## src/rtl/booth_ctrl.sv

```systemverilog
// booth_ctrl: sequencing controller for a radix-2 Booth multiplier datapath.
// Walks LOAD -> {CHECK [-> ARITH] -> SHIFT} x WIDTH -> DONE and issues the
// A/Q/M/Q[-1] strobes from the Booth pair {q0, qm1}.
// Optional feature macro: BOOTH_ABORT_EN adds an abort input that returns the
// FSM to IDLE from any busy state without a done pulse.
module booth_ctrl #(
  parameter int WIDTH = 16,
  parameter int CNT_W = $clog2(WIDTH+1)
) (
  input  logic             clk,
  input  logic             rst_n,
  input  logic             start,
  input  logic             q0,
  input  logic             qm1,
  output logic             ld_m,
  output logic             ld_q,
  output logic             clr_a,
  output logic             clr_qm1,
  output logic             ld_a_alu,
  output logic             addsub,
  output logic             sft,
  output logic             busy,
  output logic             done,
  output logic [CNT_W-1:0] count
`ifdef BOOTH_ABORT_EN
  ,
  input  logic             abort
`endif
);

  typedef enum logic [2:0] {
    S_IDLE  = 3'd0,
    S_LOAD  = 3'd1,
    S_CHECK = 3'd2,
    S_ARITH = 3'd3,
    S_SHIFT = 3'd4,
    S_DONE  = 3'd5
  } state_t;

  state_t           state, state_n;
  logic [CNT_W-1:0] count_n;
  logic             addsub_n;
  logic             abort_i;

`ifdef BOOTH_ABORT_EN
  assign abort_i = abort;
`else
  assign abort_i = 1'b0;
`endif

  // Next-state, iteration counter and ALU-select latch.
  always_comb begin
    state_n  = S_IDLE;
    count_n  = count;
    addsub_n = addsub;
    case (state)
      S_IDLE:  state_n = start ? S_LOAD : S_IDLE;
      S_LOAD: begin
        state_n = S_CHECK;
        count_n = CNT_W'(WIDTH);
      end
      S_CHECK: begin
        case ({q0, qm1})
          2'b10: begin
            state_n  = S_ARITH;
            addsub_n = 1'b1;
          end
          2'b01: begin
            state_n  = S_ARITH;
            addsub_n = 1'b0;
          end
          default: state_n = S_SHIFT;
        endcase
      end
      S_ARITH: state_n = S_SHIFT;
      S_SHIFT: begin
        // count <= 1 exits, so the decrement can never wrap past zero
        if (count <= CNT_W'(1)) begin
          state_n = S_DONE;
          count_n = '0;
        end else begin
          state_n = S_CHECK;
          count_n = count - CNT_W'(1);
        end
      end
      S_DONE:  state_n = S_IDLE;
      default: begin
        state_n = S_IDLE;
        count_n = '0;
      end
    endcase
    if (abort_i && (state != S_IDLE)) begin
      state_n = S_IDLE;
      count_n = '0;
    end
  end

  // State register; strobes are registered decodes of the state being entered,
  // so they are glitch-free and line up exactly with the state they belong to.
  always_ff @(posedge clk or negedge rst_n) begin
    if (!rst_n) begin
      state    <= S_IDLE;
      count    <= '0;
      addsub   <= 1'b0;
      ld_m     <= 1'b0;
      ld_q     <= 1'b0;
      clr_a    <= 1'b0;
      clr_qm1  <= 1'b0;
      ld_a_alu <= 1'b0;
      sft      <= 1'b0;
      busy     <= 1'b0;
      done     <= 1'b0;
    end else begin
      state    <= state_n;
      count    <= count_n;
      addsub   <= addsub_n;
      ld_m     <= (state_n == S_LOAD);
      ld_q     <= (state_n == S_LOAD);
      clr_a    <= (state_n == S_LOAD);
      clr_qm1  <= (state_n == S_LOAD);
      ld_a_alu <= (state_n == S_ARITH);
      sft      <= (state_n == S_SHIFT);
      busy     <= (state_n != S_IDLE);
      done     <= (state_n == S_DONE);
    end
  end

endmodule

```

## config.mk

```make
export PLATFORM = sky130hd
export DESIGN_NAME = booth_ctrl
export DESIGN_NICKNAME = d
export VERILOG_FILES = /design/src/rtl/booth_ctrl.sv
export SDC_FILE = /design/constraint.sdc
export NUM_CORES = 1
export LEC_CHECK = 0
export ABC_CLOCK_PERIOD_IN_PS = 3600
export CORE_AREA = 5 5 47 49
export CTS_CLUSTER_DIAMETER = 60
export DETAILED_ROUTE_END_ITERATION = 16
export DIE_AREA = 0 0 52 54
export PLACE_DENSITY = 0.75
export SYNTH_ARGS = -nofsm -noshare
export SYNTH_HDL_FRONTEND = slang
export SYNTH_SLANG_ARGS = --single-unit
```

## constraint.sdc

```tcl
create_clock -name clk -period 3.6 [get_ports clk]
set_input_delay 0.72 -clock clk [delete_from_list [all_inputs] [get_ports clk]]
set_output_delay 0.72 -clock clk [all_outputs]
set_load 0.02 [all_outputs]
```

; ---- Word level (Yosys, flattened, before mapping)
; Cells that the tools add are included.
[classes]
add_sub_neg = 1
order_cmp = 1
eq_ne = 11
muxes = 7
reduce_logical = 6
[ops]
columns = cell, count
row1 = $pmux W3 S5, 1
row2 = $pmux W5 S3, 1
row3 = $eq A3 B3 Y1 const B, 4
row4 = $eq A3 B2 Y1 const B, 3
row5 = $eq A3 B1 Y1 const B, 2
row6 = $mux W3, 2
row7 = $le A5 B1 Y1 const B, 1
row8 = $mux W5, 1
row9 = $sub A5 B1 Y5 const B, 1
row10 = $reduce_or A4 Y1, 1
row11 = $logic_not A3 Y1, 1
row12 = $reduce_bool A3 Y1, 1
row13 = $eq A2 B1 Y1 const B, 1
row14 = $eq A2 B2 Y1 const B, 1
row15 = $pmux W1 S2, 1
row16 = $reduce_and A2 Y1, 1
row17 = $reduce_bool A2 Y1, 1
row18 = $reduce_or A2 Y1, 1
row19 = $mux W1, 1
[word_totals]
regBits = 14
input_bits = 5
wordCells = 34

; ---- Longest topological paths before layout
; Gate-level depths: netlist (run 1).
[depth]
ltp_word = 5
depth_mapped = 5
depth_no_buf = 5

; ---- Worst setup path before layout (run 1)
; No wires, ideal clock.
[synth_timing]
kind = input to register
startpoint = input q0
endpoint = register state[1]
setup_time_ns = 0.077
t_arrival_ns = 1.481
path_slack_ns = 2.041
path_stages = 5
path_buffers = 0
path_cell_list = inv_1 -> ha_1 -> nor3b_1 -> nor2_1 -> a21oi_1
[synth_between]
elab_chain_len = 4
word_cells_on_any_way = 5
cone_classes = eq/ne (2) / mux (2) / reduce/logical (1)
[synth_lines]
columns = element, line
row1 = from (decl), 13  ; input logic q0,
row2 = $eq A2 B1 Y1 / $eq A2 B2 Y1 (equally long branches), 63  ; case ({q0, qm1})
row3 = $reduce_or A2 Y1 (no line) *, --
row4 = $mux W3 *, 63
row5 = $pmux W3 S5 *, 56  ; case (state)
row6 = net state_n[1], 40  ; state_t state, state_n;
row7 = to (signal assigned), 114  ; state <= state_n;
row8 = to (decl), 40
; The timed path passes the listed nets; every way through them passes the cells marked *.
; A chain may end at the register's enable or synchronous reset.

; ---- Worst setup path in the final report (run 1)
[layout_timing]
startpoint = register count[2]
endpoint = output count[2]
[layout_lines]
columns = element, line
row1 = from (decl), 24  ; output logic [CNT_W-1:0] count
row2 = from (signal assigned), 115  ; count <= count_n;
; No word-level cell between the ends.

==> results of run 1 <==
-- per-stage QoR --
stage / total power (W) / worst slack (ns) / hold slack, ns / util
floorplan: 0.000667 / 2.04 / 0.424 / -
global placement: 0.000808 / 1.53 / 0.519 / 0.546
detailed placement: 0.000822 / 1.49 / 0.532 / 0.546
CTS: 0.000939 / 1.46 / 0.549 / 0.566
global route: 0.00100 / 1.41 / 0.557 / 0.566
finish: 0.000936 / 1.47 / 0.540 / 0.566
-- cells by family after synthesis --
family / count (synthesis) / share of synthesized area
AOI/OAI and AO/OA: 18 / 0.169
muxes: 4 / 0.0486
DFF: 14 / 0.426
adders and majority gates: 3 / 0.0456
buffers and inverters: 13 / 0.0836
and+or+nand+nor: 28 / 0.228
-- state kept, by name, indices dropped and copies added (netlist names) --
signal,flops
count,5
state,3
addsub,1
busy,1
clr_qm1,1
done,1
ld_a_alu,1
sft,1
-- synthesized netlist by cell type, drive strengths merged (2+ instances only) --
cell type   n
inv         7
nor3b       5
o21ai       3
dfrtp      14
nand3       2
nor2b       3
ha          3
nor2        7
o31ai       3
a21oi       2
mux2i       4
and3b       3
and3        2
buf         6
-- tightest hold or removal path: cells and delay by family, from the launching register on --
| kind | cells | cell delay, ns |
|---|---|---|
| DFF | 1 | 0.39 |
| muxes | 1 | 0.06 |
| buffers and inverters | 1 | 0.05 |
-- report_power, final --
part           internal (W)  total, W  switching [W]
Combinational      0.000249  0.000492       0.000243
Clock             0.0000616  0.000115      0.0000538
Sequential         0.000219  0.000329       0.000110
-- layout make-up --
| type | instances | area, sq um |
|---|---|---|
| Timing Repair Buffer | 18 | 180 |
| Sequential cell | 14 | 350 |
| Multi-Input combinational cell | 53 | 404 |
| Fill cell | 154 | 791 |
| Tap cell | 27 | 33.8 |
| Clock buffer | 4 | 36.3 |
| Inverter | 7 | 26.3 |
-- how the worst max path moves through the flow --
stage	start	endpoint	slack, ns
2_1_floorplan	q0	state[1]$_DFF_PN0_	2.04
5_1_grt	count[0]$_DFFE_PN0N_	count[0]	1.41
6_report	count[2]$_DFFE_PN0N_	count[2]	1.47
3_3_place_gp	q0	state[1]$_DFF_PN0_	1.53
4_1_cts	count[0]$_DFFE_PN0N_	count[0]	1.46
3_5_place_dp	q0	state[1]$_DFF_PN0_	1.49
-- metal layers --
layer,vias to the layer above,global-route usage,share of wire
met2,14,0.241,0.51
li1,317,-,-
met4,0,0.0786,0.025
met3,5,0.0194,0.033
met5,-,0,0
met1,299,0.166,0.43
==> flow_metrics.tcl, run 1 <==
set metrics [dict create \
    status "completed" \
    max_stage_delay_ns 0.65 \
    critPathMaxFanout 7 \
    core_sq_um 1820 \
    crit_cells 1 \
    holdPathStages 2 \
    setup_tns_ns 0 \
    period_minus_slack_ns 2.13 \
    num_vias 635 \
    nNetsFinal 105 \
    ys_ff_latch 14 \
    arrival_ns 1.41 \
    wirelength_um 1740 \
    p_leak_nw 0.445 \
    cts_tree "yes" \
    required_ns 2.88 \
    antennaDiodeCount 0 \
    port_buffers 18 \
    start_util 0.452 \
    grt_antenna_before_repair 0 \
    synth_edf_count 0 \
    ys_warn_count 0 \
    slew_viol_final 0 \
    r2r-end "state[0]$_DFF_PN0_" \
    grt_pass1_vias 629 \
    crit_family "buffers and inverters" \
    power_density_nw_per_um2 908 \
    clkTransAtPathRegs_ns 0.09 \
    area_delta_synth_final_pct 25.2 \
    seq_area_frac_synth 0.426 \
    tightest_slew_ns 0.626 \
    clock-sinks 14 \
    die_w_um 52 \
    syn_area_sq_um 823 \
    hp-class "reg2reg" \
    synth.distinct_cells 36 \
    dr.pass1.iters 4 \
    rows 16 \
    clk_latency_ns 0.28 \
    finalWeightedCongestion 0.829 \
    cp-start-kind "flop" \
    ios 19 \
    grt_max_degree 18 \
    first_iter_violations 15 \
    grt_usage 0.139 \
    post_dp_cell_area_sq_um 995 \
    synth_area_leader_cell "dfrtp_1" \
    rr_worst_depth 5 \
    criticalPathCategory "reg2out" \
    dpl.cell_count 119 \
    fmax_mhz 469 \
    ir_drop_v 0.000378 \
    synthFlopType "dfrtp_1" \
    layout_commonest_cell "clkdlybuf4s50_1" \
    syn_nets 88 \
    worst-path-buf-inv 1 \
    hpwlAfterDp_um 1250 \
    timing.slew.headroom 0.581 \
    critical-path-slowest-cell "clkdlybuf4s50_1" \
    wl_per_cell_um 14.1 \
    drc_errors 0 \
    async_flop_share 1.00 \
    cts-root-buf "clkbuf_4" \
    ctsResizeCount 0 \
    mostFrequentLayoutCells "clkdlybuf4s50_1, dfrtp_1, inv_1, nor2_1" \
    synth_top_area_frac 0.426 \
    fin_area_sq_um 1030 \
    instances_no_fill 123 \
    min_from "addsub$_DFFE_PN0P_" \
    rrSetupSlack_ns 2.12 \
    ctsHtreeMaxLevel 1 \
    final-hold-violation-count 0 \
    synth_area_leaders "dfrtp_1, mux2i_1, buf_4, ha_1, nor3b_1" \
    clock_path_buffers 2 \
    vias_per_cell 5.16 \
    grt_overflow 0 \
    path_cells "clkdlybuf4s50_1" \
    rsz0062_at_grt "no" \
    drtAntennaViolNets 0 \
    maxCapViolCount 0 \
    rr_startpoint "count[1]$_DFFE_PN0N_" \
    post_cts_buffers 0 \
    syn-mean-instance-area_sq_um 10.3 \
    syn_inst 80 \
    dieArea_sq_um 2810 \
    drive_gt1_frac 0.125 \
    end_kind "output pin" \
    setup_viol 0 \
    skew_ns 0.00422 \
    grt_pass1_wl_um 2840 \
    die_y_um 54 \
    hold_buffers 0 \
    hold_end "addsub$_DFFE_PN0P_" \
    period_share 0.593 \
    cts_made_buffers 3 \
]
Note: power is estimated with default switching activity, not from simulation.
==> run 2, diff against run 1 <==
Settings changed: ABC_CLOCK_PERIOD_IN_PS 3600 to 1720, CORE_AREA 5 5 47 49 to 5 5 50 52, DIE_AREA 0 0 52 54 to 0 0 55 57, PLACE_DENSITY 0.75 to 0.69.
Clock period 3.6 ns to 1.72 ns, I/O delays scaled along.
==> flow_metrics.tcl, run 2 (synthesized netlist as in run 1, its figures left out) <==
set metrics [dict create \
    slew_viol_final 0 \
    grt_antenna_before_repair 0 \
    finalWeightedCongestion 0.708 \
    grt_pass1_vias 684 \
    first_iter_violations 8 \
    skew_ns 0.00218 \
    p_total_w 0.00195 \
    fin_area_sq_um 1050 \
    cts-root-buf "clkbuf_4" \
    max_stage_delay_ns 0.62 \
    vias_per_cell 5.25 \
    hp-class "in2async" \
    maxCapViolCount 0 \
    power_density_nw_per_um2 1860 \
    cts_made_buffers 3 \
    clock_path_buffers 2 \
    rr_worst_depth 5 \
    reg.largest.list "count (5), state (3)" \
    die_y_um 57 \
    hpwlAfterDp_um 1230 \
    worst-path-buf-inv 1 \
    largest-register "count" \
    start_util 0.399 \
    timing.slew.headroom 0.682 \
    grt_pass1_wl_um 3100 \
    rr_startpoint "count[0]$_DFFE_PN0N_" \
    p_leak_nw 0.486 \
    path_cells "clkdlybuf4s50_1" \
    critical-path-slowest-cell "clkdlybuf4s50_1" \
    ctsHtreeMaxLevel 1 \
    r2r-end "count[4]$_DFFE_PN0N_" \
    instances_no_fill 126 \
    status "completed" \
    final-hold-violation-count 0 \
    rows 17 \
    die_w_um 55 \
    antennaDiodeCount 0 \
    cts_tree "yes" \
    fin_util 0.508 \
    dr.pass1.iters 4 \
    drc_errors 0 \
    required_ns 1.38 \
    fill_cells 212 \
    area_delta_synth_final_pct 27.4 \
    crit_family "buffers and inverters" \
    holdWs_ns 0.354 \
    post_cts_buffers 0 \
    post_dp_cell_area_sq_um 1010 \
    period_minus_slack_ns 1.63 \
    core_sq_um 2060 \
    fmax_mhz 614 \
    grt_max_degree 18 \
    clock-sinks 14 \
    nNetsFinal 107 \
    grt_usage 0.133 \
    wirelength_um 1680 \
    arrival_ns 1.29 \
    tightest_slew_ns 0.478 \
    drive_gt1_frac 0.143 \
    clkTransAtPathRegs_ns 0.09 \
    wl_per_cell_um 13.4 \
    rrSetupSlack_ns 0.28 \
    criticalPathCategory "reg2out" \
    critPathMaxFanout 4 \
    setup_viol 0 \
    port_buffers 18 \
    dieArea_sq_um 3140 \
    end_kind "output pin" \
    layout_commonest_cell "dfrtp_1" \
    period_share 0.947 \
    rsz0062_at_grt "no" \
    num_vias 662 \
    mostFrequentLayoutCells "dfrtp_1, clkdlybuf4s50_1, inv_1, nor2_1" \
    largest_register_ffs 5 \
    clk_latency_ns 0.29 \
    ios 19 \
    cp-start-kind "flop" \
    dpl.cell_count 122 \
    grt_overflow 0 \
    drtAntennaViolNets 0 \
    ir_drop_v 0.000839 \
]
## run 2: cell type report
class,count,area [sq um],area share
Multi-Input combinational cell,53,404,0.385
Clock buffer,4,36.3,0.0346
Tap cell,28,35.0,0.0334
Timing Repair Buffer,20,196,0.187
Inverter,7,26.3,0.0251
Sequential cell,14,350,0.334
## run 2: repair_timing
action | in CTS | in global routing
resized for setup | 3 | 2
hold buffers | 0 | 0
setup endpoints to repair | 3 | 2
## run 2: worst max-delay path by stage
stage                          from                  to  cells past startpoint
3_5_place_dp                     q0  state[1]$_DFF_PN0_                      6
2_1_floorplan  count[1]$_DFFE_PN0N_  state[0]$_DFF_PN0_                      5
3_3_place_gp                     q0  state[1]$_DFF_PN0_                      6
5_1_grt           clr_qm1$_DFF_PN0_                ld_q                      1
4_1_cts        count[1]$_DFFE_PN0N_            count[1]                      1
6_report          clr_qm1$_DFF_PN0_               clr_a                      1
## run 2: power by group
group / switching (W) / leakage [nW] / total (W) / internal, W
Sequential: 0.000206 / 0.173 / 0.000665 / 0.000459
Clock: 0.000120 / 0.0210 / 0.000249 / 0.000129
Combinational: 0.000522 / 0.292 / 0.00103 / 0.000513
Total: 0.000848 / 0.486 / 0.00195 / 0.00110
## run 2: per-layer routing
layer | part of all wire | GRT usage | routed length, um | vias up
met5 | 0 | 0 | 0 | -
met4 | 0.024 | 0.0625 | 40 | 0
met3 | 0.033 | 0.0235 | 56 | 5
met2 | 0.49 | 0.194 | 830 | 15
met1 | 0.45 | 0.189 | 756 | 321
li1 | - | - | - | 321
## run 2: through the flow
step,worst slack [ns],TNS (ns)
after floorplan,0.255,0
after global placement,0.0276,0
after detailed placement,-0.0344,-0.0344
after CTS,0.00261,0
after global routing,0.0170,0
final,0.0905,0
==> run 3, diff against run 2 <==
Settings changed: CAP_MARGIN from default to 20.
==> results of run 3 <==
Final layout, timing and power as in run 2 (identical DEF).
